File: config.mk
export PLATFORM = sky130hd
export DESIGN_NAME = uart_rx_os_flat
export DESIGN_NICKNAME = d
export VERILOG_FILES = /design/src/rtl/uart_rx_os_if.sv /design/src/rtl/uart_rx_os.sv /design/src/flat_wrapper.sv
export SDC_FILE = /design/constraint.sdc
export NUM_CORES = 1
export LEC_CHECK = 0
export ABC_AREA = 1
export CAP_MARGIN = 5
export CORE_AREA = 2 2 233 166
export DETAILED_ROUTE_END_ITERATION = 10
export DIE_AREA = 0 0 235 168
export PLACE_DENSITY_LB_ADDON = 0.1
export SYNTH_ARGS = -nofsm -noshare
export SYNTH_HDL_FRONTEND = slang
export SYNTH_SLANG_ARGS = --single-unit
File: constraint.sdc
create_clock -name clk -period 3.9 [get_ports clk]
set_input_delay 0.585 -clock clk [delete_from_list [all_inputs] [get_ports clk]]
set_output_delay 0.585 -clock clk [all_outputs]
set_load 0.005 [all_outputs]
File: src/rtl/uart_rx_os_if.sv
// Receive-FIFO read port of uart_rx_os. The CPU side (master) pops entries and
// clears overrun; the receiver (slave) presents the head entry and FIFO status.
interface uart_rx_os_if #(
  parameter int DEPTH = 16
);
  localparam int LW = $clog2(DEPTH) + 1;

  logic          rd_en;
  logic          ovr_clr;
  logic [7:0]    rd_data;
  logic          rd_perr;
  logic          rd_ferr;
  logic          rd_brk;
  logic          empty;
  logic          full;
  logic [LW-1:0] level;
  logic          overrun;

  modport master (
    output rd_en, ovr_clr,
    input  rd_data, rd_perr, rd_ferr, rd_brk, empty, full, level, overrun
  );

  modport slave (
    input  rd_en, ovr_clr,
    output rd_data, rd_perr, rd_ferr, rd_brk, empty, full, level, overrun
  );
endinterface

File: src/rtl/uart_rx_os.sv
// 16x-oversampled UART receiver with majority voting, run-time frame format and
// a tagged FWFT receive FIFO. Define UART_RX_TIMEOUT_EN to build the character timeout.
module uart_rx_os #(
  parameter int DEPTH        = 16,
  parameter int DIV_W        = 16,
  parameter int TIMEOUT_BITS = 40
) (
  input  logic             clk,
  input  logic             rx_rstn,
  input  logic             rx,
  input  logic [DIV_W-1:0] baud_div,
  input  logic [1:0]       data_len,
  input  logic             parity_en,
  input  logic [1:0]       parity_sel,
  input  logic             stop2,
  uart_rx_os_if.slave      bus,
  output logic             busy,
  output logic             timeout
);
  localparam int AW = $clog2(DEPTH);

  if (DEPTH < 2 || (DEPTH & (DEPTH - 1)) != 0) begin : g_depth_chk
    $error("uart_rx_os: DEPTH must be a power of two >= 2");
  end
  if (TIMEOUT_BITS < 1) begin : g_timeout_chk
    $error("uart_rx_os: TIMEOUT_BITS must be >= 1");
  end

  typedef enum logic [2:0] {IDLE, START, DATA, PARITY, STOP1, STOP2} state_t;

  typedef struct packed {
    logic       brk;
    logic       ferr;
    logic       perr;
    logic [7:0] data;
  } entry_t;

  // Two-flop synchroniser plus one edge-detect stage; all idle high.
  logic rx_s1, rx_s2, rx_d;
  always_ff @(posedge clk or negedge rx_rstn) begin
    if (!rx_rstn) begin
      rx_s1 <= 1'b1;
      rx_s2 <= 1'b1;
      rx_d  <= 1'b1;
    end else begin
      rx_s1 <= rx;
      rx_s2 <= rx_s1;
      rx_d  <= rx_s2;
    end
  end

  state_t state;
  logic   start_det;
  assign start_det = (state == IDLE) && rx_d && !rx_s2;

  logic [DIV_W-1:0] div_eff, div_cnt;
  logic             tick;
  assign div_eff = (baud_div == '0) ? DIV_W'(1) : baud_div;
  assign tick    = (div_cnt >= div_eff - DIV_W'(1));

  always_ff @(posedge clk or negedge rx_rstn) begin
    if (!rx_rstn)               div_cnt <= '0;
    else if (start_det || tick) div_cnt <= '0;
    else                        div_cnt <= div_cnt + DIV_W'(1);
  end

  logic [3:0] tick_idx;
  logic       samp7, samp8;
  logic       bit_val, mid, bit_end;
  assign bit_val = (samp7 & samp8) | (samp7 & rx_s2) | (samp8 & rx_s2);
  assign mid     = tick && (tick_idx == 4'd9);
  assign bit_end = tick && (tick_idx == 4'd15);

  logic [1:0] len_l, par_sel_l;
  logic       par_en_l, stop2_l;
  logic [7:0] shreg;
  logic [2:0] bit_cnt;
  logic       par_bit, brk_acc, ferr_acc;

  logic   last_stop, push, par_x, perr_raw;
  entry_t push_entry;

  // NOTE: every variable written here gets a default first so no latch can form.
  always_comb begin
    last_stop       = (state == STOP2) || (state == STOP1 && !stop2_l);
    push            = mid && last_stop;
    par_x           = ^{shreg, par_bit};
    perr_raw        = 1'b0;
    case (par_sel_l)
      2'b00:   perr_raw = (par_x != 1'b1);
      2'b01:   perr_raw = (par_x != 1'b0);
      2'b10:   perr_raw = (par_bit != 1'b1);
      default: perr_raw = (par_bit != 1'b0);
    endcase
    push_entry.data = shreg;
    push_entry.perr = par_en_l && perr_raw;
    push_entry.ferr = ferr_acc | ~bit_val;
    push_entry.brk  = (state == STOP1) ? (brk_acc & ~bit_val) : brk_acc;
  end

  // NOTE: sequential state uses non-blocking assignments only.
  always_ff @(posedge clk or negedge rx_rstn) begin
    if (!rx_rstn) begin
      state     <= IDLE;
      busy      <= 1'b0;
      tick_idx  <= '0;
      samp7     <= 1'b1;
      samp8     <= 1'b1;
      len_l     <= '0;
      par_sel_l <= '0;
      par_en_l  <= 1'b0;
      stop2_l   <= 1'b0;
      shreg     <= '0;
      bit_cnt   <= '0;
      par_bit   <= 1'b0;
      brk_acc   <= 1'b0;
      ferr_acc  <= 1'b0;
    end else begin
      if (tick) begin
        tick_idx <= tick_idx + 4'd1;
        if (tick_idx == 4'd7) samp7 <= rx_s2;
        if (tick_idx == 4'd8) samp8 <= rx_s2;
      end
      unique case (state)
        IDLE: if (start_det) begin
          state     <= START;
          busy      <= 1'b1;
          tick_idx  <= '0;
          len_l     <= data_len;
          par_en_l  <= parity_en;
          par_sel_l <= parity_sel;
          stop2_l   <= stop2;
          shreg     <= '0;
          bit_cnt   <= '0;
          par_bit   <= 1'b0;
          brk_acc   <= 1'b1;
          ferr_acc  <= 1'b0;
        end
        START: begin
          if (mid && bit_val) begin
            state <= IDLE;
            busy  <= 1'b0;
          end else if (bit_end) begin
            state <= DATA;
          end
        end
        DATA: begin
          if (mid) begin
            shreg[bit_cnt] <= bit_val;
            brk_acc        <= brk_acc & ~bit_val;
          end
          // Last data bit index is 4 + data_len.
          if (bit_end) begin
            if (bit_cnt == {1'b1, len_l}) state <= par_en_l ? PARITY : STOP1;
            else                          bit_cnt <= bit_cnt + 3'd1;
          end
        end
        PARITY: begin
          if (mid) begin
            par_bit <= bit_val;
            brk_acc <= brk_acc & ~bit_val;
          end else if (bit_end) begin
            state <= STOP1;
          end
        end
        STOP1: begin
          if (mid) begin
            if (stop2_l) begin
              ferr_acc <= ~bit_val;
              brk_acc  <= brk_acc & ~bit_val;
            end else begin
              state <= IDLE;
              busy  <= 1'b0;
            end
          end else if (bit_end) begin
            state <= STOP2;
          end
        end
        STOP2: if (mid) begin
          state <= IDLE;
          busy  <= 1'b0;
        end
        default: begin
          state <= IDLE;
          busy  <= 1'b0;
        end
      endcase
    end
  end

  entry_t      mem [DEPTH];
  entry_t      head;
  logic [AW:0] wr_ptr, rd_ptr, fill;
  logic        empty_i, full_i, pop, wr;

  assign fill    = wr_ptr - rd_ptr;
  assign empty_i = (fill == '0);
  assign full_i  = (fill == (AW+1)'(DEPTH));
  assign pop     = bus.rd_en && !empty_i;
  assign wr      = push && (!full_i || pop);

  // NOTE: storage is not reset; an empty FIFO masks the head to zero instead.
  always_ff @(posedge clk) begin
    if (wr) mem[wr_ptr[AW-1:0]] <= push_entry;
  end

  always_ff @(posedge clk or negedge rx_rstn) begin
    if (!rx_rstn) begin
      wr_ptr      <= '0;
      rd_ptr      <= '0;
      bus.overrun <= 1'b0;
    end else begin
      if (wr)  wr_ptr <= wr_ptr + (AW+1)'(1);
      if (pop) rd_ptr <= rd_ptr + (AW+1)'(1);
      // A dropped character outranks a simultaneous clear.
      if (push && !wr)      bus.overrun <= 1'b1;
      else if (bus.ovr_clr) bus.overrun <= 1'b0;
    end
  end

  assign head        = empty_i ? '0 : mem[rd_ptr[AW-1:0]];
  assign bus.rd_data = head.data;
  assign bus.rd_perr = head.perr;
  assign bus.rd_ferr = head.ferr;
  assign bus.rd_brk  = head.brk;
  assign bus.empty   = empty_i;
  assign bus.full    = full_i;
  assign bus.level   = fill;

`ifdef UART_RX_TIMEOUT_EN
  localparam int TO_LIMIT = 16 * TIMEOUT_BITS;
  localparam int TO_W     = $clog2(TO_LIMIT + 1);

  logic [TO_W-1:0] to_cnt;
  always_ff @(posedge clk or negedge rx_rstn) begin
    if (!rx_rstn)                 to_cnt <= '0;
    else if (push || pop || busy) to_cnt <= '0;
    else if (tick && !empty_i && to_cnt < TO_W'(TO_LIMIT))
      to_cnt <= to_cnt + TO_W'(1);
  end
  assign timeout = (to_cnt >= TO_W'(TO_LIMIT));
`else
  assign timeout = 1'b0;
`endif

endmodule
File: src/flat_wrapper.sv
// flat-port wrapper written by rule: the top's interface ports become plain ports
module uart_rx_os_flat 
#(
  parameter int DEPTH        = 16,
  parameter int DIV_W        = 16,
  parameter int TIMEOUT_BITS = 40
)
  (clk, rx_rstn, rx, baud_div, data_len, parity_en, parity_sel, stop2, busy, timeout, bus_rd_en, bus_ovr_clr, bus_rd_data, bus_rd_perr, bus_rd_ferr, bus_rd_brk, bus_empty, bus_full, bus_level, bus_overrun);
  uart_rx_os_if #(.DEPTH(DEPTH)) bus_i ();
  input  logic clk;
  input  logic rx_rstn;
  input  logic rx;
  input  logic [DIV_W-1:0] baud_div;
  input  logic [1:0] data_len;
  input  logic parity_en;
  input  logic [1:0] parity_sel;
  input  logic stop2;
  output logic busy;
  output logic timeout;
  input wire logic [$bits(bus_i.rd_en)-1:0] bus_rd_en;
  input wire logic [$bits(bus_i.ovr_clr)-1:0] bus_ovr_clr;
  output wire logic [$bits(bus_i.rd_data)-1:0] bus_rd_data;
  output wire logic [$bits(bus_i.rd_perr)-1:0] bus_rd_perr;
  output wire logic [$bits(bus_i.rd_ferr)-1:0] bus_rd_ferr;
  output wire logic [$bits(bus_i.rd_brk)-1:0] bus_rd_brk;
  output wire logic [$bits(bus_i.empty)-1:0] bus_empty;
  output wire logic [$bits(bus_i.full)-1:0] bus_full;
  output wire logic [$bits(bus_i.level)-1:0] bus_level;
  output wire logic [$bits(bus_i.overrun)-1:0] bus_overrun;
  assign bus_i.rd_en = bus_rd_en;
  assign bus_i.ovr_clr = bus_ovr_clr;
  assign bus_rd_data = bus_i.rd_data;
  assign bus_rd_perr = bus_i.rd_perr;
  assign bus_rd_ferr = bus_i.rd_ferr;
  assign bus_rd_brk = bus_i.rd_brk;
  assign bus_empty = bus_i.empty;
  assign bus_full = bus_i.full;
  assign bus_level = bus_i.level;
  assign bus_overrun = bus_i.overrun;
  uart_rx_os #(.DEPTH(DEPTH), .DIV_W(DIV_W), .TIMEOUT_BITS(TIMEOUT_BITS)) u_core (.clk(clk), .rx_rstn(rx_rstn), .rx(rx), .baud_div(baud_div), .data_len(data_len), .parity_en(parity_en), .parity_sel(parity_sel), .stop2(stop2), .bus(bus_i), .busy(busy), .timeout(timeout));
endmodule
==> results of run 1 <==
worst max-delay path by stage:
stage	start	end	slack, ns	cells after the start
2_1_floorplan	baud_div[5]	u_core.mem[4][0]	-0.27	23
3_3_place_gp	baud_div[5]	u_core.mem[6][3]	-0.35	25
3_5_place_dp	baud_div[5]	u_core.mem[6][0]	-0.39	25
4_1_cts	u_core.wr_ptr[0]	bus_rd_brk	-0.01	9
5_1_grt	baud_div[6]	u_core.mem[9][5]	-0.006	27
6_report	u_core.wr_ptr[0]	bus_rd_brk	0.14	9
placed cells by master, fill, tap and decap left out, types with 3 or more instances in the layout:
cell,n
xor2_1,19
edfxtp_1,176
nor2_1,67
nand3b_1,3
nor3_4,5
a31oi_1,3
nand2_2,8
nand2_1,229
o22ai_1,5
a311oi_4,3
dfstp_2,5
a21oi_1,91
a32o_1,15
buf_6,5
nor2_2,6
nand4_1,9
clkinvlp_4,4
clkinv_1,8
nor3b_1,4
xnor2_1,12
inv_2,11
ha_1,31
nor3_2,14
clkbuf_16,27
inv_1,83
nor3_1,13
nand3_2,3
bufinv_16,5
dfrtp_1,54
a22oi_1,25
o21ai_0,16
o21ai_1,36
clkdlybuf4s50_1,43
o211ai_1,8
nand3_1,21
buf_12,6
buf_4,73
stage by stage:
step,total power (uW),hold WS [ns],util [%],cells,worst slack (ns)
5_1_grt,9370,0.183,36.8,1680,-0.00612
6_report,8870,0.123,36.8,1680,0.143
4_1_cts,8880,0.140,36.3,1678,-0.0115
2_1_floorplan,4770,0.289,-,1047,-0.275
3_5_place_dp,6190,0.347,33.8,1631,-0.386
3_3_place_gp,6210,0.346,33.8,1631,-0.352
power groups by stage:
stage	combinational (uW)	clock, uW	sequential, uW
after floorplan	1780	0	3000
after global placement	3150	0	3060
after detailed placement	3130	0	3060
after CTS	3180	2680	3010
after global routing	3560	2780	3030
final	3250	2610	3010
state kept, by name (all words and copies together), names as in the netlist, 2 cells and up:
register and flops:
u_core.rd_ptr 5, u_core.mem 176, u_core.div_cnt 16, u_core.len_l 2, u_core.par_sel_l 2, u_core.state 3, u_core.wr_ptr 5, u_core.shreg 8
u_core.tick_idx 4, u_core.bit_cnt 3
worst register-to-register path, delay by kind of cell (launching register included):
| kind | cells | cell delay (ns) |
|---|---|---|
| adder cells (fa/ha/maj) | 2 | 0.82 |
| buffers and inverters | 5 | 0.78 |
| AND/OR/NAND/NOR | 6 | 0.78 |
| flip-flops | 1 | 0.39 |
area by class of cell:
cell class                 instances  share of cell area (%)
timing repair buffer             132                    8.71
tap                              496                    4.49
sequential                       236                    49.1
inverter                          96                    2.62
clock inverter                    19                    1.60
clock buffer                      28                    4.91
multi-input combinational        673                    28.5
logic make-up (layout without fill, tap and decap cells):
logic type | after synthesis | after routing | synth area share, %
simple gates | 390 | 390 | 15.1
compound gates | 213 | 213 | 11.6
xor+xnor | 34 | 34 | 2.77
flops | 236 | 236 | 61.6
fa+ha+maj | 32 | 32 | 3.70
buf+inv | 138 | 275 | 4.84
other cells | 1 | 1 | 0.0340
mux | 3 | 3 | 0.307
per-layer routing:
metal	GRT usage (%)	up-vias	share of wire [%]
met5	0	-	0
met4	4.05	0	2.5
met3	2.16	46	3.9
met2	22.6	154	41
met1	24.8	3805	53
li1	-	3895	-
timing repair:
item / CTS / global route
endpoints found under the hold margin: 0 / 0
pin swaps: 0 / 7
gates resized for setup: 5 / 42
cloned: 0 / 2
endpoints found under the setup margin: 5 / 198
==> results.ini, run 1 <==
[synthesis]
synthTopCellsByCount=nand2_1, edfxtp_1, a21oi_1, inv_1, nor2_1
yosys_warnings=0
synth_flop_cell=edfxtp_1
synth-async-reset-ratio_pct=25.4
synthCells=1047
yosys.area.top_type_share_pct=48.0
avgSynthCellArea_sq_um=10.5
netlist_top_cells_area=edfxtp_1, dfrtp_1, nand2_1
synth_nets=1106
synth_top_area_cell=edfxtp_1
synth-seq-cells=236
yosysMostFrequentCell=nand2_1
synthesis.area_sq_um=11000
synth.distinct_cells=46
synth_edf_count=176
yosysSeqAreaShare_pct=61.6

[finish]
area_delta_synth_final_pct=25.5
multi_input_area_sq_um=3950
nFillCells=3699
nets=1225
drive_above_1_share_pct=17.1
fin_area_sq_um=13800
diodes=0
regArea_sq_um=6790

[die]
rows=60
start_util_pct=29.3
die_w_um=235
core_area_sq_um=37600
dieArea_sq_um=39500
die_h_um=168
io_pins=48

[route]
drc=0
viasPerCell=4.70
firstDrtPassIters=5
routed_wl_um=31500
via_count=7900
detail-route-antenna-nets=0
drtIter0Drc=540
wire_per_inst_um=18.8

[clock_tree]
clockRootBuffer=clkbuf_16
cts.hold.buffers_added=0
clk_latency_ns=0.54
cts_buffers=27
ctsHtreeMaxLevel=1
cts_setup_buffers=0
cts_max_path_buffers=3
numClockSinks=236
clk_pin_slew_ns=0.06
cts_tree=built

[sta]
period_share_pct=96.3
period_needed_ns=3.76
hold_viol=0
maxSlewHeadroom_pct=47.7
max_freq_ghz=0.266
slew_violations=0
tightest_slew_ns=0.785
tns_ns=0
fin_skew_ns=0.00916
setup_viol=0

[grt]
grt_pass1_vias=7734
grt_max_degree=61
grt_pass1_wl_um=47700
antenna_found_initial=0
grt-ovfl-total=0
track_usage_pct=15.8

[setup_path]
crit_family=buffers and inverters
cp_max_fo=10
endpoint_kind=primary output
slowest_stage=clkdlybuf4s50_1
reg2reg_to=u_core.mem[12][0]
critPathLaunchType=register
r2r_cells=13
r2r_slack_ns=0.87
path_cells=inv_1 > ha_1 > fa_2 > o21ai_2 > xnor2_2 > nand3_2 > inv_4 > a311oi_4 > clkdlybuf4s50_1
crit_buf_inv=3
worstReg2RegStart=u_core.wr_ptr[0]
critPathKind=register to primary output
critPathMaxStageDelay_ns=0.58
crit_arrival_ns=3.17
crit_required_ns=3.31

[power]
p_per_area_nw_per_um2=641
leakage_uw=0.00544
switching_share_pct=35.3
seqPwrFrac_pct=33.9
power.share.clock_pct=29.5
intPower_uw=5740
vdd.ir_drop.worst_uv=305
p_sw_uw=3140
combinationalPowerShare_pct=36.6

[run_status]
outcome=finished clean

[flow_run]
drv_cap=0

[placement]
hpwl_um=21900
placed_area_sq_um=12700
portBuffers=46
place.gp.congestion=0.792

[worst_hold_path]
hold_class=input port to async pin

Power figures use the tool's default switching activity.
==> inputs of run 2 (changes only) <==
GPL_ROUTABILITY_DRIVEN = 0   (was unset)
==> results of run 2 <==
The final DEF is identical to that of run 1; final timing and power are the same.
==> inputs of run 3 (changes only) <==
CORE_AREA = 2 2 216 154   (was 2 2 233 166)
DIE_AREA = 0 0 218 156   (was 0 0 235 168)
DONT_BUFFER_PORTS = 1   (was unset)
REMOVE_ABC_BUFFERS = 1   (was unset)
==> run 3 against run 2 <==
Against the previous run:
- combinational power down 14%
- global-route usage rose by 2.5 points
- critical path depth stayed put
- utilization increased by 3.3 points
- via count down 3.4%
- setup slack better by 0.084 ns
- register-to-register slack lost 0.06 ns
- first-iteration DRC count rose by 20%
- non-clock buffer count down 72
- cell count fell by 8.5%
- maximum frequency grew 2.3%
- critical endpoint is now bus_rd_data[6]
==> results.ini, run 3 (synthesis gave the netlist of run 1 again) <==
[sta]
fin_skew_ns=0.0123  ; +0.00311 ns
slew_violations=0  ; unchanged
max_freq_ghz=0.272  ; +2.3%
period_needed_ns=3.67  ; -0.0838 ns
setup_viol=0  ; unchanged
hold_viol=0  ; unchanged
rsz0062_at_grt=no
tightest_slew_ns=1.12  ; +0.339 ns
maxSlewHeadroom_pct=25.1  ; -23 points
period_share_pct=94.2  ; -2.1 points

[finish]
largest_reg_flops=176  ; unchanged
nFillCells=3146  ; -15%
fin_area_sq_um=12800  ; -7.4%
layout_commonest_cell=nand2_1
regArea_sq_um=6790  ; unchanged
nets=1151  ; -6.0%
layout_common_cells=nand2_1, edfxtp_1, a21oi_1
drive_above_1_share_pct=13.6  ; -3.5 points
final_cells=1538  ; -8.5%
multi_input_area_sq_um=3790  ; -4.0%
area_delta_synth_final_pct=16.2

[route]
drtIter0Drc=650  ; +20%
detail-route-antenna-nets=0  ; unchanged
wl_met2_um=12300  ; -5.1%
drc=0  ; unchanged
wire_per_inst_um=19.8  ; +5.5%
via_count=7633  ; -3.4%
dr_wl_met3_um=1390  ; +14%
firstDrtPassIters=5  ; unchanged
highest_layer=met4
routed_wl_um=30500  ; -3.4%
viasPerCell=4.96  ; +5.5%
drt-met1-wl_um=16300  ; -1.9%

[die]
die_w_um=218  ; -7.2%
rows=55  ; -8.3%
dieArea_sq_um=34000  ; -14%
core_area_sq_um=31900  ; -15%
io_pins=48  ; unchanged
die_h_um=156  ; -7.1%
start_util_pct=34.5  ; +5.2 points

[placement]
placed_area_sq_um=11900  ; -6.0%
dpl.cell_count=1490  ; -8.6%
portBuffers=0  ; -100%
hpwl_um=20300  ; -7.3%

[setup_path]
critPathLaunchType=register
path_cells=inv_1 > ha_1 > fa_1 > xnor2_2 > nor3_2 > nand3_2 > inv_2 > a311oi_1 > buf_4
crit_required_ns=3.31  ; about the same
crit_arrival_ns=3.09  ; -0.08 ns
r2r_slack_ns=0.81  ; -0.06 ns
cp_max_fo=10  ; unchanged
crit_family=adder cells
critPathKind=register to primary output
critPathMaxStageDelay_ns=0.50  ; -0.08 ns
r2r_cells=12  ; -1
endpoint_kind=primary output
slowest_stage=fa_1
worstReg2RegStart=u_core.rd_ptr[3]
reg2reg_to=u_core.mem[5][3]
crit_buf_inv=3  ; unchanged

[worst_hold_path]
min_path_cells=0
hold_class=input port to register
hold_end=u_core.rx_s1
worstHoldStart=rx

[grt]
grt-ovfl-total=0  ; unchanged
grt_pass1_wl_um=46900  ; -1.7%
track_usage_pct=18.3  ; +2.5 points
grt_pass1_vias=7555  ; -2.3%
antenna_found_initial=0  ; unchanged
grt_max_degree=91  ; +49%

[power]
vdd.ir_drop.worst_uv=316  ; +3.5%
p_per_area_nw_per_um2=636  ; -0.82%
leakage_uw=0.00504  ; -7.3%

[clock_tree]
cts_tree=built
cts_max_path_buffers=3  ; unchanged
cts_buffers=25  ; -7.4%
clk_pin_slew_ns=0.06  ; about the same
clockRootBuffer=clkbuf_16
ctsHtreeMaxLevel=1  ; unchanged
clk_latency_ns=0.53  ; about the same
numClockSinks=236  ; unchanged

[flow_run]
drv_cap=0  ; unchanged

[run_status]
outcome=finished clean

[run 3: cell types whose count changed in the layout (fill, tap and decap cells not counted), sizes merged]
cell and delta:
clkinvlp -3, clkinv +1, bufinv -3, clkbuf +1, inv +2, dlymetal6s2s -2
diode +1, dlygate4sd3 +1, buf -28, clkdlybuf4s50 -43
[run 3: per-stage QoR]
step / worst slack, ns / power (uW) / TNS [ns] / hold WS (ns) / utilization (%)
final: 0.226 / 8140 / 0 / 0.0560 / 40.1
after CTS: 0.101 / 8220 / 0 / 0.0265 / 40.1
after global placement: 0.164 / 5840 / 0 / 0.293 / 37.4
after global routing: 0.0479 / 8630 / 0 / 0.0271 / 40.1
after detailed placement: 0.115 / 5820 / 0 / 0.293 / 37.4
after floorplan: -0.526 / 4670 / -89.53 / 0.289 / -
[run 3: power by group]
part / internal, uW / leakage, uW / total [uW] / switching (uW)
Sequential: 2860 / 0.00263 / 3010 / 148
Combinational: 932 / 0.00203 / 2790 / 1860
Clock: 1350 / 0.000387 / 2340 / 993
[run 3: worst max path at each step]
stage,from,cells past startpoint,to
2_1_floorplan,u_core.rd_ptr[0],9,u_core.mem[0][0]
3_3_place_gp,baud_div[7],24,u_core.mem[13][1]
3_5_place_dp,baud_div[7],24,u_core.mem[13][1]
4_1_cts,u_core.wr_ptr[0],9,bus_rd_data[6]
5_1_grt,u_core.wr_ptr[0],9,bus_rd_data[2]
6_report,u_core.wr_ptr[0],9,bus_rd_data[6]
[run 3: cell type report]
class / instances / area share (%)
sequential: 236 / 53.1
multi-input combinational: 673 / 29.6
clock buffer: 29 / 5.17
tap: 427 / 4.17
timing repair buffer: 60 / 4.09
inverter: 96 / 2.81
clock inverter: 16 / 1.06
antenna: 1 / 0.0195
[run 3: worst register-to-register path: stages, from the launching register on]
cell and delay (ns):
dfrtp_1 0.41, inv_1 0.43, ha_1 0.36, a21oi_1 0.15, o21ai_1 0.09, xnor2_1 0.28, nand3_2 0.21, nand2_2 0.23
nand2_2 0.12, nand3_2 0.10, buf_12 0.20, nor3_2 0.07, buf_4 0.20
[run 3: metal layers]
layer	global-route usage, %	vias to the layer above
met4	3.60	0
met5	0	-
met3	3.20	36
met2	25.5	137
met1	29.3	3725
li1	-	3735
[run 3: timing repair]
item | in CTS | in global routing
setup buffers | 0 | 0
hold buffers | 2 | 0
setup endpoints to repair | 2 | 2
pin swaps | 0 | 0
endpoints found under the hold margin | 60 | 0
resized for setup | 2 | 1
